$ cat src/rtl/cv32e40s_pkg.sv
// Shared types for the debug trace buffer: register address, opcode decode,
// trace entry layout and trace-buffer FSM state encoding.
package cv32e40s_pkg;

    typedef logic [4:0] rf_addr_t;

    // Trace entries reserve room for the widest register-file configuration;
    // unused read-port slots are stored as zero.
    localparam int unsigned DBG_TRACE_MAX_RF_PORTS = 3;

    typedef enum logic [6:0] {
        OPCODE_LOAD     = 7'h03,
        OPCODE_MISC_MEM = 7'h0F,
        OPCODE_OPIMM    = 7'h13,
        OPCODE_AUIPC    = 7'h17,
        OPCODE_STORE    = 7'h23,
        OPCODE_AMO      = 7'h2F,
        OPCODE_OP       = 7'h33,
        OPCODE_LUI      = 7'h37,
        OPCODE_BRANCH   = 7'h63,
        OPCODE_JALR     = 7'h67,
        OPCODE_JAL      = 7'h6F,
        OPCODE_SYSTEM   = 7'h73
    } opcode_e;

    typedef enum logic [1:0] {
        DBG_TRACE_IDLE   = 2'd0,
        DBG_TRACE_ARMED  = 2'd1,
        DBG_TRACE_FROZEN = 2'd2
    } dbg_trace_state_e;

    typedef struct packed {
        logic [31:0]                                instr;
        logic                                       is_compressed;
        opcode_e                                    opcode;
        logic [DBG_TRACE_MAX_RF_PORTS-1:0]          rf_re;
        rf_addr_t [DBG_TRACE_MAX_RF_PORTS-1:0]      rf_raddr;
        logic                                       rf_we;
        rf_addr_t                                   rf_waddr;
        logic                                       illegal_insn;
    } dbg_trace_t;

endpackage

$ cat src/rtl/cv32e40s_dbg_trace_fifo.sv
// Circular storage for trace entries: write/read pointers wrap modulo DEPTH,
// level tracks occupancy. The caller only pushes when room exists (or a pop
// frees a slot the same cycle) and only pops when non-empty.
module cv32e40s_dbg_trace_fifo
    import cv32e40s_pkg::*;
#(
    parameter int unsigned DEPTH = 8
) (
    input  logic                       clk,
    input  logic                       rst_n,
    input  logic                       clear_i,
    input  logic                       push_i,
    input  dbg_trace_t                 wdata_i,
    input  logic                       pop_i,
    output dbg_trace_t                 rdata_o,
    output logic [$clog2(DEPTH):0]     level_o
);

    localparam int unsigned PTR_W = $clog2(DEPTH);
    localparam int unsigned LVL_W = PTR_W + 1;

    dbg_trace_t         mem_q [DEPTH];
    logic [PTR_W-1:0]   wptr_q, wptr_d;
    logic [PTR_W-1:0]   rptr_q, rptr_d;
    logic [LVL_W-1:0]   level_q, level_d;

    // Clear discards any push/pop requested in the same cycle.
    always_comb begin
        wptr_d  = wptr_q;
        rptr_d  = rptr_q;
        level_d = level_q;
        if (clear_i) begin
            wptr_d  = '0;
            rptr_d  = '0;
            level_d = '0;
        end else begin
            if (push_i) wptr_d = wptr_q + PTR_W'(1);
            if (pop_i)  rptr_d = rptr_q + PTR_W'(1);
            case ({push_i, pop_i})
                2'b10:   level_d = level_q + LVL_W'(1);
                2'b01:   level_d = level_q - LVL_W'(1);
                default: level_d = level_q;
            endcase
        end
    end

    always_ff @(posedge clk or negedge rst_n) begin
        if (!rst_n) begin
            wptr_q  <= '0;
            rptr_q  <= '0;
            level_q <= '0;
        end else begin
            wptr_q  <= wptr_d;
            rptr_q  <= rptr_d;
            level_q <= level_d;
        end
    end

    always_ff @(posedge clk) begin
        if (push_i && !clear_i) mem_q[wptr_q] <= wdata_i;
    end

    assign rdata_o = mem_q[rptr_q];
    assign level_o = level_q;

endmodule

$ cat src/rtl/cv32e40s_dbg_trace_buf.sv
// Debug trace buffer: captures decode-stage instruction fields while armed,
// optionally freezes on an illegal instruction, and streams entries out.
module cv32e40s_dbg_trace_buf
    import cv32e40s_pkg::*;
#(
    parameter int unsigned REGFILE_NUM_READ_PORTS = 2,
    parameter int unsigned DEPTH                  = 8,
    parameter bit          FREEZE_ON_ILLEGAL      = 1'b1
) (
    input  logic                                   clk,
    input  logic                                   rst_n,
    input  logic                                   enable_i,
    input  logic                                   clear_i,
    input  logic                                   cap_valid_i,
    input  logic [31:0]                            instr_i,
    input  logic                                   is_compressed_i,
    input  logic [REGFILE_NUM_READ_PORTS-1:0]      rf_re_i,
    input  rf_addr_t [REGFILE_NUM_READ_PORTS-1:0]  rf_raddr_i,
    input  logic                                   rf_we_i,
    input  rf_addr_t                               rf_waddr_i,
    input  logic                                   illegal_insn_i,
    output logic                                   trace_valid_o,
    input  logic                                   trace_ready_i,
    output dbg_trace_t                             trace_o,
    output logic [$clog2(DEPTH):0]                 level_o,
    output logic                                   overflow_o,
    output logic [15:0]                            drop_cnt_o,
    output logic                                   frozen_o,
    output dbg_trace_state_e                       dbg_state_o
);

    localparam int unsigned LVL_W = $clog2(DEPTH) + 1;

    localparam logic [1:0] ST_IDLE   = 2'(DBG_TRACE_IDLE);
    localparam logic [1:0] ST_ARMED  = 2'(DBG_TRACE_ARMED);
    localparam logic [1:0] ST_FROZEN = 2'(DBG_TRACE_FROZEN);

    logic [1:0]       state_q, state_d;
    logic             overflow_q, overflow_d;
    logic [15:0]      drop_cnt_q, drop_cnt_d;
    logic [LVL_W-1:0] level;
    logic             capture, pop, push, drop;
    dbg_trace_t       wentry;

    // Valid/ready: an entry transfers on any cycle where trace_valid_o and
    // trace_ready_i are both high; trace_o holds while valid is not accepted.
    assign trace_valid_o = (level != '0);
    assign pop           = trace_valid_o && trace_ready_i;
    assign capture       = (state_q == ST_ARMED) && cap_valid_i && !clear_i;
    assign push          = capture && ((level < LVL_W'(DEPTH)) || pop);
    assign drop          = capture && !push;

    always_comb begin
        wentry               = '0;
        wentry.instr         = instr_i;
        wentry.is_compressed = is_compressed_i;
        wentry.opcode        = opcode_e'(instr_i[6:0]);
        wentry.rf_we         = rf_we_i;
        wentry.rf_waddr      = rf_waddr_i;
        wentry.illegal_insn  = illegal_insn_i;
        for (int i = 0; i < REGFILE_NUM_READ_PORTS; i++) begin
            wentry.rf_re[i]    = rf_re_i[i];
            wentry.rf_raddr[i] = rf_raddr_i[i];
        end
    end

    // Freezing counts the illegal capture even when it was dropped for full.
    always_comb begin
        state_d = state_q;
        case (state_q)
            ST_IDLE:   if (enable_i) state_d = ST_ARMED;
            ST_ARMED: begin
                if (FREEZE_ON_ILLEGAL && capture && illegal_insn_i) state_d = ST_FROZEN;
                else if (!enable_i)                                 state_d = ST_IDLE;
            end
            ST_FROZEN: state_d = ST_FROZEN;
            default:   state_d = ST_IDLE;
        endcase
        if (clear_i) state_d = ST_IDLE;
    end

    always_comb begin
        overflow_d = overflow_q;
        drop_cnt_d = drop_cnt_q;
        if (clear_i) begin
            overflow_d = 1'b0;
            drop_cnt_d = '0;
        end else if (drop) begin
            overflow_d = 1'b1;
            if (drop_cnt_q != 16'hFFFF) drop_cnt_d = drop_cnt_q + 16'd1;
        end
    end

    always_ff @(posedge clk or negedge rst_n) begin
        if (!rst_n) begin
            state_q    <= ST_IDLE;
            overflow_q <= 1'b0;
            drop_cnt_q <= '0;
        end else begin
            state_q    <= state_d;
            overflow_q <= overflow_d;
            drop_cnt_q <= drop_cnt_d;
        end
    end

    cv32e40s_dbg_trace_fifo #(
        .DEPTH (DEPTH)
    ) u_fifo (
        .clk     (clk),
        .rst_n   (rst_n),
        .clear_i (clear_i),
        .push_i  (push),
        .wdata_i (wentry),
        .pop_i   (pop),
        .rdata_o (trace_o),
        .level_o (level)
    );

    assign level_o     = level;
    assign overflow_o  = overflow_q;
    assign drop_cnt_o  = drop_cnt_q;
    assign frozen_o    = (state_q == ST_FROZEN);
    assign dbg_state_o = dbg_trace_state_e'(state_q);

endmodule

$ cat config.mk
export PLATFORM = sky130hd
export DESIGN_NAME = cv32e40s_dbg_trace_buf
export DESIGN_NICKNAME = d
export VERILOG_FILES = /design/src/rtl/cv32e40s_pkg.sv /design/src/rtl/cv32e40s_dbg_trace_fifo.sv /design/src/rtl/cv32e40s_dbg_trace_buf.sv
export SDC_FILE = /design/constraint.sdc
export NUM_CORES = 1
export LEC_CHECK = 0
export BUFFER_PORTS_ARGS = -buffer_cell sky130_fd_sc_hd__buf_2
export CAP_MARGIN = 20
export CORE_MARGIN = 5
export CORE_UTILIZATION = 64
export DETAILED_ROUTE_END_ITERATION = 6
export GPL_TIMING_DRIVEN = 0
export PLACE_DENSITY = 0.95
export SLEW_MARGIN = 10
export SYNTH_ARGS = -nofsm -noshare
export SYNTH_HDL_FRONTEND = slang
export SYNTH_SLANG_ARGS = --single-unit
$ cat constraint.sdc
create_clock -name clk -period 11.2 [get_ports clk]
set_input_delay 1.12 -clock clk [delete_from_list [all_inputs] [get_ports clk]]
set_output_delay 1.12 -clock clk [all_outputs]
set_load 0.005 [all_outputs]
==> Word-level counts from Yosys, hierarchy flattened <==
Memory sizes are Yosys's and may differ from the RTL's.
Index checks and enable logic that the tools add are counted.
{ "totals": {"reg_bits": 29, "mem_bits_rw": 472, "in_bits": 58, "out_inout_bits": 90, "mem_count": 1} }
{ "memory_table": {"columns": ["memory", "depth", "width", "rd", "rd_clocked_by_memory_dff", "write_ports", "line_no", "text"], "rows": [
  ["u_fifo.mem_q", 8, 59, 1, 0, 1, "cv32e40s_dbg_trace_fifo.sv:22", "dbg_trace_t mem_q [DEPTH];"]
]} }
{ "classes": {"addsub": 5, "n_lt_le_gt_ge": 1, "eq_ne": 7, "muxes": 18, "n_reduce_logical": 19} }
{ "op_table": {"columns": ["operator", "n"], "rows": [
  ["2-to-1 mux 16 bit", 3],
  ["adder 16 x 1 -> 16 bit, second input constant", 1],
  ["!= test 16 bit, second input constant", 1],
  ["2-to-1 mux 3 bit", 4],
  ["2-to-1 mux 2 bit", 4],
  ["one-hot mux 4 bit (2 select lines)", 1],
  ["nonzero test 2 bit", 4],
  ["logical AND 1 bit", 7],
  ["adder 3 x 1 -> 3 bit, second input constant", 2],
  ["one-hot mux 2 bit (3 select lines)", 1],
  ["adder 4 x 1 -> 4 bit, second input constant", 1],
  ["equality test 2 x 1 -> 1 bit, second input constant", 2],
  ["equality test 2 bit, second input constant", 2],
  ["less-than comparator 4 bit, second input constant", 1],
  ["2-to-1 mux 1 bit", 4],
  ["2-to-1 mux 4 bit", 1],
  ["!= test 4 x 3 -> 1 bit, second input constant", 1],
  ["AND reduction 2 bit", 2],
  ["nonzero test 4 bit", 1],
  ["subtractor 4 x 1 -> 4 bit, second input constant", 1],
  ["!= test 3 bit, second input constant", 1],
  ["nonzero test 3 bit", 1],
  ["zero test 1 bit", 2],
  ["zero test 2 bit", 1],
  ["logical OR 1 bit", 1]
]} }

==> Depth between registers and ports, before layout <==
Gate-level depths: netlist of the first run.
{ "depth": {"word_depth": 8, "depth_mapped": 10} }

==> By module <==
Synthesis of the first run repeated with hierarchy kept, for this count alone.
{ "hier_totals": {"hier_cells": 960, "hier_area_um2": 21448.1} }
{ "by_module_without_submodules": {"columns": ["module", "n_inst", "cells_per_inst", "area_per_inst_um2", "seq_area_each_um2"], "rows": [
  ["cv32e40s_dbg_trace_fifo", 1, 824, 20143.1, 15865.2],
  ["cv32e40s_dbg_trace_buf", 1, 136, 1305.0, 475.5]
]} }

==> Least setup slack after synthesis of the first run <==
OpenSTA, ideal clock, no wires.
{ "synth_timing": {"kind": "input to register", "start": "input port clear_i", "end": "memory u_fifo.mem_q[0][0] (netlist name) (enable)", "arrival_time_ns": 5.592, "t_required_ns": 10.674, "path_slack_ns": 5.082, "stages": 5, "path_buffers": 1, "cell_sequence": "clkbuf_1 -> and4bb_2 -> nand2_1 -> or2_2 -> nor3_1"} }
{ "synth_via": {"elab_chain_len": 6} }
{ "synth_lines": {"columns": ["item", "line_no", "text"], "rows": [
  ["from (decl)", "cv32e40s_dbg_trace_buf.sv:13", "input logic clear_i,"],
  ["zero test 1 bit (*)", "cv32e40s_dbg_trace_fifo.sv:60, cv32e40s_dbg_trace_buf.sv:49", null],
  ["logical AND 1 bit", "cv32e40s_dbg_trace_buf.sv:49", "assign capture = (state_q == ST_ARMED) && cap_valid_i && !clear_i;"],
  ["logical AND 1 bit", "cv32e40s_dbg_trace_buf.sv:50", "assign push = capture && ((level < LVL_W'(DEPTH)) || pop);"],
  ["logical AND 1 bit (*)", "cv32e40s_dbg_trace_fifo.sv:60", "if (push_i && !clear_i) mem_q[wptr_q] <= wdata_i;"],
  ["2-to-1 mux 1 bit (*)", "cv32e40s_dbg_trace_fifo.sv:60", null],
  ["2-to-1 mux 1 bit (not written as such) (*)", "cv32e40s_dbg_trace_fifo.sv:60", null],
  ["to (decl)", "cv32e40s_dbg_trace_fifo.sv:22", null]
]} }
Every way passes the cells marked *; elsewhere a longest branch is shown, timed or not.

==> impl_metrics.yaml, run 1 <==
synthesis:
  yosysTopAreaCell: "edfxtp_1"
  synth_cell_types: 51
  synthMuxAreaShare: 0.174
  yosysTopAreaCellShare: 0.716
  synth_simple_gate_area_frac: 0.0291
  ys_seq_elements: 445
  async_flop_share: 0.0652
  synthAdderAreaFrac: 0.00359
  syn_area_per_cell_um2: 21.6
  yosys_warnings: 0
  synth_compound_area_frac: 0.0161
  synth_cells: 809
  seq_area_frac_synth: 0.758
  ys.flop_type: "edfxtp_1"
  synth_top_family_by_area: "multiplexers"
  syn_area_um2: 17400
  synthXorXnorAreaFrac: 0.00201
  synth-edff-count: 416
  netlist_top_cells_area: "edfxtp_1 72%, mux4_2 13%, dfrtp_1 4.2%"
timing:
  setup_violations: 0
  fmax_mhz: 217
  worst_pin_slew_ps: 938
  timing.setup.tns_ps: 0
  relSlewSlack: 0.374
  hold_violations: 0
  slew_violations: 0
  rsz0062_at_grt: "false"
  layout_min_cycle_time_ps: 4610
  min_period_over_period: 0.412
  fin_skew_ps: 26.0
setup_path:
  timing.rr.start: "u_fifo.level_o[1]"
  path_depth: 7
  rr_worst_depth: 10
  crit_fanout: 10
  rr_endpoint: "u_fifo.level_o[3]"
  cp_common_cell: "clkbuf_1"
  path_delay_family: "buffers and inverters"
  cp-start-kind: "flop"
  crit_path_cell_trace: "clkbuf_1, clkbuf_1, clkbuf_1, mux4_2, mux2_2, buf_4, buf_2"
  end_kind: "output port"
  crit_type: "flop to output port"
  path_buf_inv: 5
  reg2reg_slack_ps: 8250
  cp.required_ps: 10080
  crit_start: "u_fifo.rptr_q[1]"
  slowest_stage: "clkbuf_1"
  cp.arrival_ps: 3490
  cp_slowest_stage_delay_ps: 620
cells_and_area:
  num_antenna_cells: 0
  nFillCells: 1396
  fin_util: 0.758
  layout_common_cells: "416 x edfxtp_1, 147 x buf_2, 104 x mux4_2"
  final_layout_size_suffix_gt1_frac: 0.393
  multiInputGateArea_um2: 4000
  final_common_cell: "edfxtp_1"
  layout.cells.non_filler: 1401
  syn_to_final_growth_pct: 16.9
  ff_latch_area_um2: 13200
  nNetsFinal: 1088
floorplanning:
  fp.dieH_um: 175
  coreArea_um2: 26900
  initial_utilization: 0.649
  io_pins: 148
  die-area_um2: 30600
  die_x_um: 175
  rows: 60
clock_tree:
  cts_buffer_depth: 3
  cts_buffers: 43
  clk_pin_slew_ps: 60
  cts_root_buffer: "clkbuf_16"
  cts.repair.resized: 0
  cts_setup_buffers: 0
  cts_tree: "yes"
  cts_hold_buf: 0
  htreeDepth: 2
  cts_sinks: 445
  clk_latency_ps: 540
min_path:
  hold_path_depth: 2
  hp-start: "overflow_o"
  min_path_type: "flop to flop"
  min_to: "overflow_o"
route:
  num_vias: 9019
  remaining_drc_errors: 0
  routed_via_density: 6.44
  drt-pass1-iter-count: 5
  drt-initial-drc-count: 939
  wl_per_cell_um: 26.8
  wl_mm: 37.6
  ant_nets: 0
grt:
  antenna_found_initial: 4
  grt_max_degree: 30
  groute.usage.overall: 0.250
  first_global_vias: 9334
  grt.overflow.total: 0
  grt_pass1_wl_mm: 57.7
power:
  power_per_cell_area_nw_per_um2: 189
  ir_drop_mv: 0.173
  p_leak_nw: 6.80
  power_mw: 3.84
placement:
  place_congestion: 0.818
  port_buffers: 141
  dp.cells: 1320
  dp_hpwl_mm: 22.4
outcome:
  status: "complete, no violations"
job:
  cap_violations: 0
[cell families (layout without fill, tap and decap cells)]
family                   after synthesis  after routing
XOR/XNOR                               4              4
flip-flops                           445            445
adder cells (fa/ha/maj)                5              5
buffers and inverters                 59            305
other                                  1              6
AND/OR/NAND/NOR                       91             91
AO/OA/AOI/OAI                         38             38
multiplexers                         166            166
[power by group]
part	internal [mW]	total [mW]	switching, mW
Clock	0.794	1.38	0.584
Combinational	0.326	0.622	0.295
Sequential	1.83	1.84	0.0132
Total	2.95	3.84	0.893
[flip-flops by register name, summed over array words and instances (netlist names)]
name and cells:
u_fifo.mem_q 416, drop_cnt_o 16, u_fifo.level_o 4, u_fifo.rptr_q 3, u_fifo.wptr_q 3, dbg_state_o 2
overflow_o 1
[how the worst max path moves through the flow]
stage | endpoint | slack (ps)
2_1_floorplan | u_fifo.mem_q[0][0] | 5080
3_3_place_gp | u_fifo.mem_q[0][32] | 1520
3_5_place_dp | trace_o[35] | 7240
4_1_cts | trace_o[35] | 6610
5_1_grt | trace_o[35] | 6490
6_report | trace_o[35] | 6590
[metrics by stage]
step	setup slack [ps]	hold WS [ps]	area, um^2
CTS	6610	533	20400
floorplan	5080	502	17500
global route	6490	565	20400
global placement	1520	504	18600
finish	6590	528	20400
detailed placement	7240	524	19000
[cell type report]
type,instances,area share
sequential,445,0.649
multi-input combinational,310,0.196
clock buffer,56,0.0562
timing repair buffer,166,0.0536
tap,341,0.0209
buffer,53,0.0133
clock inverter,24,0.00988
inverter,6,0.00111
[cells in the mapped netlist, types with 4 or more instances]
cell      count
nand2_1      15
buf_2         6
or4_1         5
dfrtp_1      29
mux2_2       52
buf_4        13
mux4_2      104
clkbuf_1     30
nor3_1        5
a21oi_1      10
ha_1          5
mux2_1        8
o21ai_0       5
edfxtp_1    416
or3_1         4
inv_1         6
nand3_1      14
a211oi_1      5
nor2b_1      10
nor2_1       20
[layer usage]
layer	part of all wire	vias to the layer above	GRT usage
li1	-	3783	-
met1	0.38	4661	0.343
met2	0.52	494	0.428
met3	0.078	73	0.0461
met4	0.021	8	0.0606
met5	0.0015	-	0
[worst register-to-register path: cells and delay by family, from the launching register on]
family / cells / cell delay, ps
AND/OR/NAND/NOR: 1 / 260
adder cells (fa/ha/maj): 1 / 360
AO/OA/AOI/OAI: 5 / 1260
flip-flops: 1 / 370
buffers and inverters: 3 / 570
(Power assumes the default switching activity.)
==> inputs of run 2 (changes only) <==
Settings changed: CORE_UTILIZATION 64 to 59, PLACE_DENSITY 0.95 to 0.91.
Clock period 11.2 ns to 4.25 ns, I/O delays scaled along.
==> run 2 against run 1 <==
  * Via count shrank 0.89%
  * Die area increased by 8.0%
  * Final cell count grew 3.5%
  * First-iteration DRC count is 5.6% higher
  * Non-clock buffer count is 2 lower
  * Combinational power increased to 2.6 times the previous value
  * Worst hold slack got worse by 430 ps
  * Sequential share of layout area shrank 0.21 points
  * Worst setup slack got worse by 6100 ps
  * Wire length decreased by 0.32%
  * Global-route usage shrank 2.1 points
  * Critical path type unchanged
  * Critical endpoint unchanged
==> impl_metrics.yaml, run 2 (same netlist as run 1, synthesis figures left out) <==
route:
  drt-pass1-iter-count: 5
  remaining_drc_errors: 0
  wl_mm: 37.5
  routed_via_density: 6.16
  drt-initial-drc-count: 992
  num_vias: 8939
  ant_nets: 0
  wl_per_cell_um: 25.8
clock_tree:
  cts.repair.resized: 0
  cts_sinks: 445
  cts_root_buffer: "clkbuf_16"
  cts_buffers: 42
  cts_tree: "yes"
  clk_pin_slew_ps: 60
  cts_buffer_depth: 3
  clk_latency_ps: 540
  htreeDepth: 2
  cts_hold_buf: 1
  cts_setup_buffers: 0
floorplanning:
  rows: 63
  die-area_um2: 33100
  io_pins: 148
  coreArea_um2: 29400
  fp.dieH_um: 182
  initial_utilization: 0.593
  die_x_um: 182
power:
  power_mw: 9.90
  ir_drop_mv: 0.276
  power_per_cell_area_nw_per_um2: 484
  p_leak_nw: 6.74
cells_and_area:
  final_layout_size_suffix_gt1_frac: 0.388
  largest_reg_flops: 416
  nNetsFinal: 1085
  fin_util: 0.695
  largest_register: "u_fifo.mem_q"
  layout_common_cells: "416 x edfxtp_1, 147 x buf_2, 104 x mux4_2"
  syn_to_final_growth_pct: 17.2
  final_common_cell: "edfxtp_1"
setup_path:
  crit_path_cell_trace: "clkbuf_1, clkbuf_1, clkbuf_1, mux4_2, mux2_2, buf_4, buf_2"
  end_kind: "output port"
  crit_fanout: 10
  cp-start-kind: "flop"
  slowest_stage: "clkbuf_1"
  cp.required_ps: 3830
  cp_common_cell: "clkbuf_1"
  crit_type: "flop to output port"
  cp_slowest_stage_delay_ps: 570
  rr_worst_depth: 10
  cp.arrival_ps: 3310
timing:
  slew_violations: 0
  fin_skew_ps: 19.0
  rsz0062_at_grt: "false"
  whs_ps: 99.7
  relSlewSlack: 0.357
  fmax_mhz: 268
  min_period_over_period: 0.878
  fin_ws_ps: 517
  layout_min_cycle_time_ps: 3730
  worst_pin_slew_ps: 965
  setup_violations: 0
  hold_violations: 0
grt:
  grt.overflow.total: 0
  antenna_found_initial: 8
  groute.usage.overall: 0.229
  grt_max_degree: 30
  first_global_vias: 9292
  grt_pass1_wl_mm: 57.0
min_path:
  min_path_type: "input pin to flop"
  hold_path_depth: 2
job:
  cap_violations: 0
placement:
  dp_hpwl_mm: 22.6
  place_ws_ps: 1050
  place_congestion: 0.784
  port_buffers: 141
outcome:
  status: "complete, no violations"
[run 2: cell count changes in the layout (fill, tap and decap cells not counted), moves of 3 or more]
| cell | change |
|---|---|
| clkinv_2 | -3 |
| buf_4 | -7 |
| diode_2 | +6 |
| clkbuf_1 | +3 |
| buf_6 | -5 |
| buf_16 | +4 |
| bufinv_16 | -3 |
| buf_8 | +6 |
[run 2: area by class of cell]
class | count | area [um^2]
tap | 390 | 488
fill | 1703 | 8950
buffer | 53 | 270
multi-input combinational | 310 | 4020
clock buffer | 58 | 1130
inverter | 6 | 22.5
timing repair buffer | 164 | 1170
antenna | 6 | 15.0
sequential | 445 | 13200
clock inverter | 18 | 113
[run 2: critical path: cells and delay by family, from the launching register on]
family | cells | cell delay, ps
DFF | 1 | 370
buffers and inverters | 5 | 1660
muxes | 2 | 710
[run 2: path summary, 6_finish.rpt]
path,startpoint,to,slack [ps]
min in group asynchronous,rst_n,drop_cnt_o[15],480
hold / removal,cap_valid_i,dbg_state_o[0],100
max in group asynchronous,rst_n,u_fifo.level_o[1],3320
setup / recovery,u_fifo.rptr_q[1],trace_o[35],520
hold reg to reg,dbg_state_o[0],dbg_state_o[0],540
setup reg to reg,u_fifo.level_o[1],u_fifo.level_o[3],1390
[run 2: where the power goes]
group          leakage (nW)  total, mW  switching (mW)  internal, mW
combinational          2.00       1.64           0.778         0.862
clock                 0.602       3.41            1.53          1.87
sequential             4.14       4.86          0.0331          4.82
total                  6.74       9.90            2.34          7.56
[run 2: through the flow]
step | setup TNS [ps] | area, um^2 | cells
floorplan | 0 | 17500 | 814
global placement | -754340 | 18700 | 1345
detailed placement | 0 | 19200 | 1366
CTS | 0 | 20400 | 1443
global route | 0 | 20400 | 1448
finish | 0 | 20400 | 1450
[run 2: per-layer routing]
metal  GRT usage  share of wire  up-vias
li1            -              -     3784
met1       0.306           0.37     4626
met2       0.393           0.52      460
met3      0.0417          0.076       63
met4      0.0648          0.024        6
met5           0        0.00083        -
==> inputs of run 3 (changes only) <==
Settings changed: BUFFER_PORTS_ARGS -buffer_cell sky130_fd_sc_hd__buf_2 to -buffer_cell sky130_fd_sc_hd__clkbuf_2, CORE_UTILIZATION 59 to 30, PLACE_DENSITY 0.91 to 0.58, RECOVER_POWER set to 100.
==> run 3 against run 2 <==
  * The run now ends with capacitance limit, slew limit left
  * Worst hold slack worse by 45 ps
  * Maximum frequency down 6.4%
  * Combinational power down 4%
  * Highest routed layer unchanged
  * First-iteration DRC count down 48%
  * Total power up 6.8%
  * Worst setup slack worse by 260 ps
==> impl_metrics.yaml, run 3 (same netlist as run 1, synthesis figures left out) <==
floorplanning:
  coreArea_um2: 57700
  fp.dieH_um: 251
  die-area_um2: 63100
  initial_utilization: 0.302
  die_x_um: 251
  io_pins: 148
  rows: 88
min_path:
  min_path_type: "input pin to flop"
setup_path:
  rr_endpoint: "u_fifo.mem_q[0][39]"
  path_depth: 6
  crit_start: "u_fifo.rptr_q[1]"
  crit_fanout: 10
  rr_worst_depth: 8
  crit_path_cell_trace: "clkbuf_1, clkbuf_1, clkbuf_1, mux4_2, mux2_1, clkbuf_2"
  path_buf_inv: 4
  reg2reg_slack_ps: 450
  path_delay_family: "buffers and inverters"
  end_kind: "output port"
  cp_slowest_stage_delay_ps: 710
  crit_type: "flop to output port"
  endpoint: "trace_o[3]"
  cp.required_ps: 3830
  cp-start-kind: "flop"
  cp_common_cell: "clkbuf_1"
  cp.arrival_ps: 3560
  slowest_stage: "clkbuf_1"
  timing.rr.start: "u_fifo.level_o[3]"
timing:
  layout_min_cycle_time_ps: 3990
  rsz0062_at_grt: "false"
  fmax_mhz: 251
  hold_violations: 0
  worst_pin_slew_ps: 2100
  min_period_over_period: 0.938
  slew_violations: 118
  relSlewSlack: -0.403
  fin_skew_ps: 14.9
  setup_violations: 0
route:
  drt-initial-drc-count: 512
  ant_nets: 0
  remaining_drc_errors: 0
  drt-pass1-iter-count: 4
  wl_per_cell_um: 21.4
  num_vias: 8499
  wl_mm: 39.1
  routed_via_density: 4.65
outcome:
  status: "complete, but fails checks"
  violations: "capacitance limit, slew limit"
placement:
  dp_hpwl_mm: 24.8
  port_buffers: 141
  place_area_um2: 19600
  place_congestion: 0.754
cells_and_area:
  final_layout_size_suffix_gt1_frac: 0.282
  layout_common_cells: "416 x edfxtp_1, 130 x clkbuf_1, 104 x mux4_2"
  largest_reg_flops: 416
  syn_to_final_growth_pct: 19.0
  design_area_um2: 20800
  fin_util: 0.360
  nNetsFinal: 1089
  final_common_cell: "edfxtp_1"
  largest_register: "u_fifo.mem_q"
power:
  ir_drop_mv: 0.253
  p_leak_nw: 6.52
  power_per_cell_area_nw_per_um2: 510
job:
  cap_violations: 7
clock_tree:
  cts.repair.resized: 0
  cts_sinks: 445
  cts_buffers: 46
  clk_latency_ps: 560
  cts_buffer_depth: 3
  cts_root_buffer: "clkbuf_16"
  htreeDepth: 2
  clk_pin_slew_ps: 60
  cts_tree: "yes"
  cts_setup_buffers: 0
grt:
  first_global_vias: 9135
  groute.usage.overall: 0.122
  antenna_found_initial: 6
  grt_max_degree: 30
  grt_pass1_wl_mm: 58.5
  grt.overflow.total: 0
==> run 3: cell count changes in the layout (fill, tap and decap cells not counted), sizes merged <==
cell      change
clkinvlp      +5
diode         -2
clkbuf      +163
buf         -164
inv           +2
clkinv        -8
bufinv        +7
==> run 3: per-stage QoR <==
stage	TNS, ps	std cells	hold WS (ps)	setup WS (ps)	power [mW]
5_1_grt	0	1825	31.4	39.4	11.0
6_report	0	1828	54.3	261	10.6
3_5_place_dp	0	1742	520	775	6.65
4_1_cts	0	1824	14.9	152	10.8
2_1_floorplan	0	814	129	243	6.04
3_3_place_gp	-1012210	1720	507	-2700	6.61
==> run 3: report_power, final <==
part	internal, mW	switching, mW	leakage [nW]
registers	4.82	0.0325	4.14
logic	0.805	0.772	1.64
clock network	2.47	1.67	0.732
total	8.10	2.47	6.52
==> run 3: area by class of cell <==
class | instances | area, um^2
fillers | 5396 | 36900
plain buffers | 53 | 263
well taps | 765 | 957
flip-flops and latches | 445 | 13200
multi-input cells | 310 | 3930
inverters | 6 | 22.5
repair buffers | 164 | 816
clock buffers | 57 | 1220
diodes | 4 | 10.0
clock inverters | 24 | 317
==> run 3: layer usage <==
metal / wire length, um / track usage / vias to the layer above
li1: - / - / 3781
met4: 757 / 0.0323 / 4
met2: 19900 / 0.210 / 167
met5: 30 / 0 / -
met3: 2050 / 0.0316 / 52
met1: 16400 / 0.155 / 4495
==> run 3: how the worst min path moves through the flow <==
| stage | start | end | slack [ps] | depth (start not counted) |
|---|---|---|---|---|
| after floorplan | rst_n | dbg_state_o[0] | 130 | 0 |
| after global placement | dbg_state_o[0] | dbg_state_o[0] | 510 | 1 |
| after detailed placement | overflow_o | overflow_o | 520 | 2 |
| after CTS | enable_i | dbg_state_o[0] | 10 | 3 |
| after global routing | enable_i | dbg_state_o[0] | 30 | 3 |
| final | enable_i | dbg_state_o[0] | 50 | 3 |
==> run 3: repair_timing <==
action | CTS | global route
hold endpoints to repair | 29 | 0
endpoints found under the setup margin | 0 | 0
hold buffers | 1 | 0
==> run 3: worst register-to-register path, delay by kind of cell, from the launching register on <==
| kind | cells | cell delay [ps] |
|---|---|---|
| flip-flops | 1 | 470 |
| buffers and inverters | 4 | 2070 |
| AND/OR/NAND/NOR | 4 | 960 |
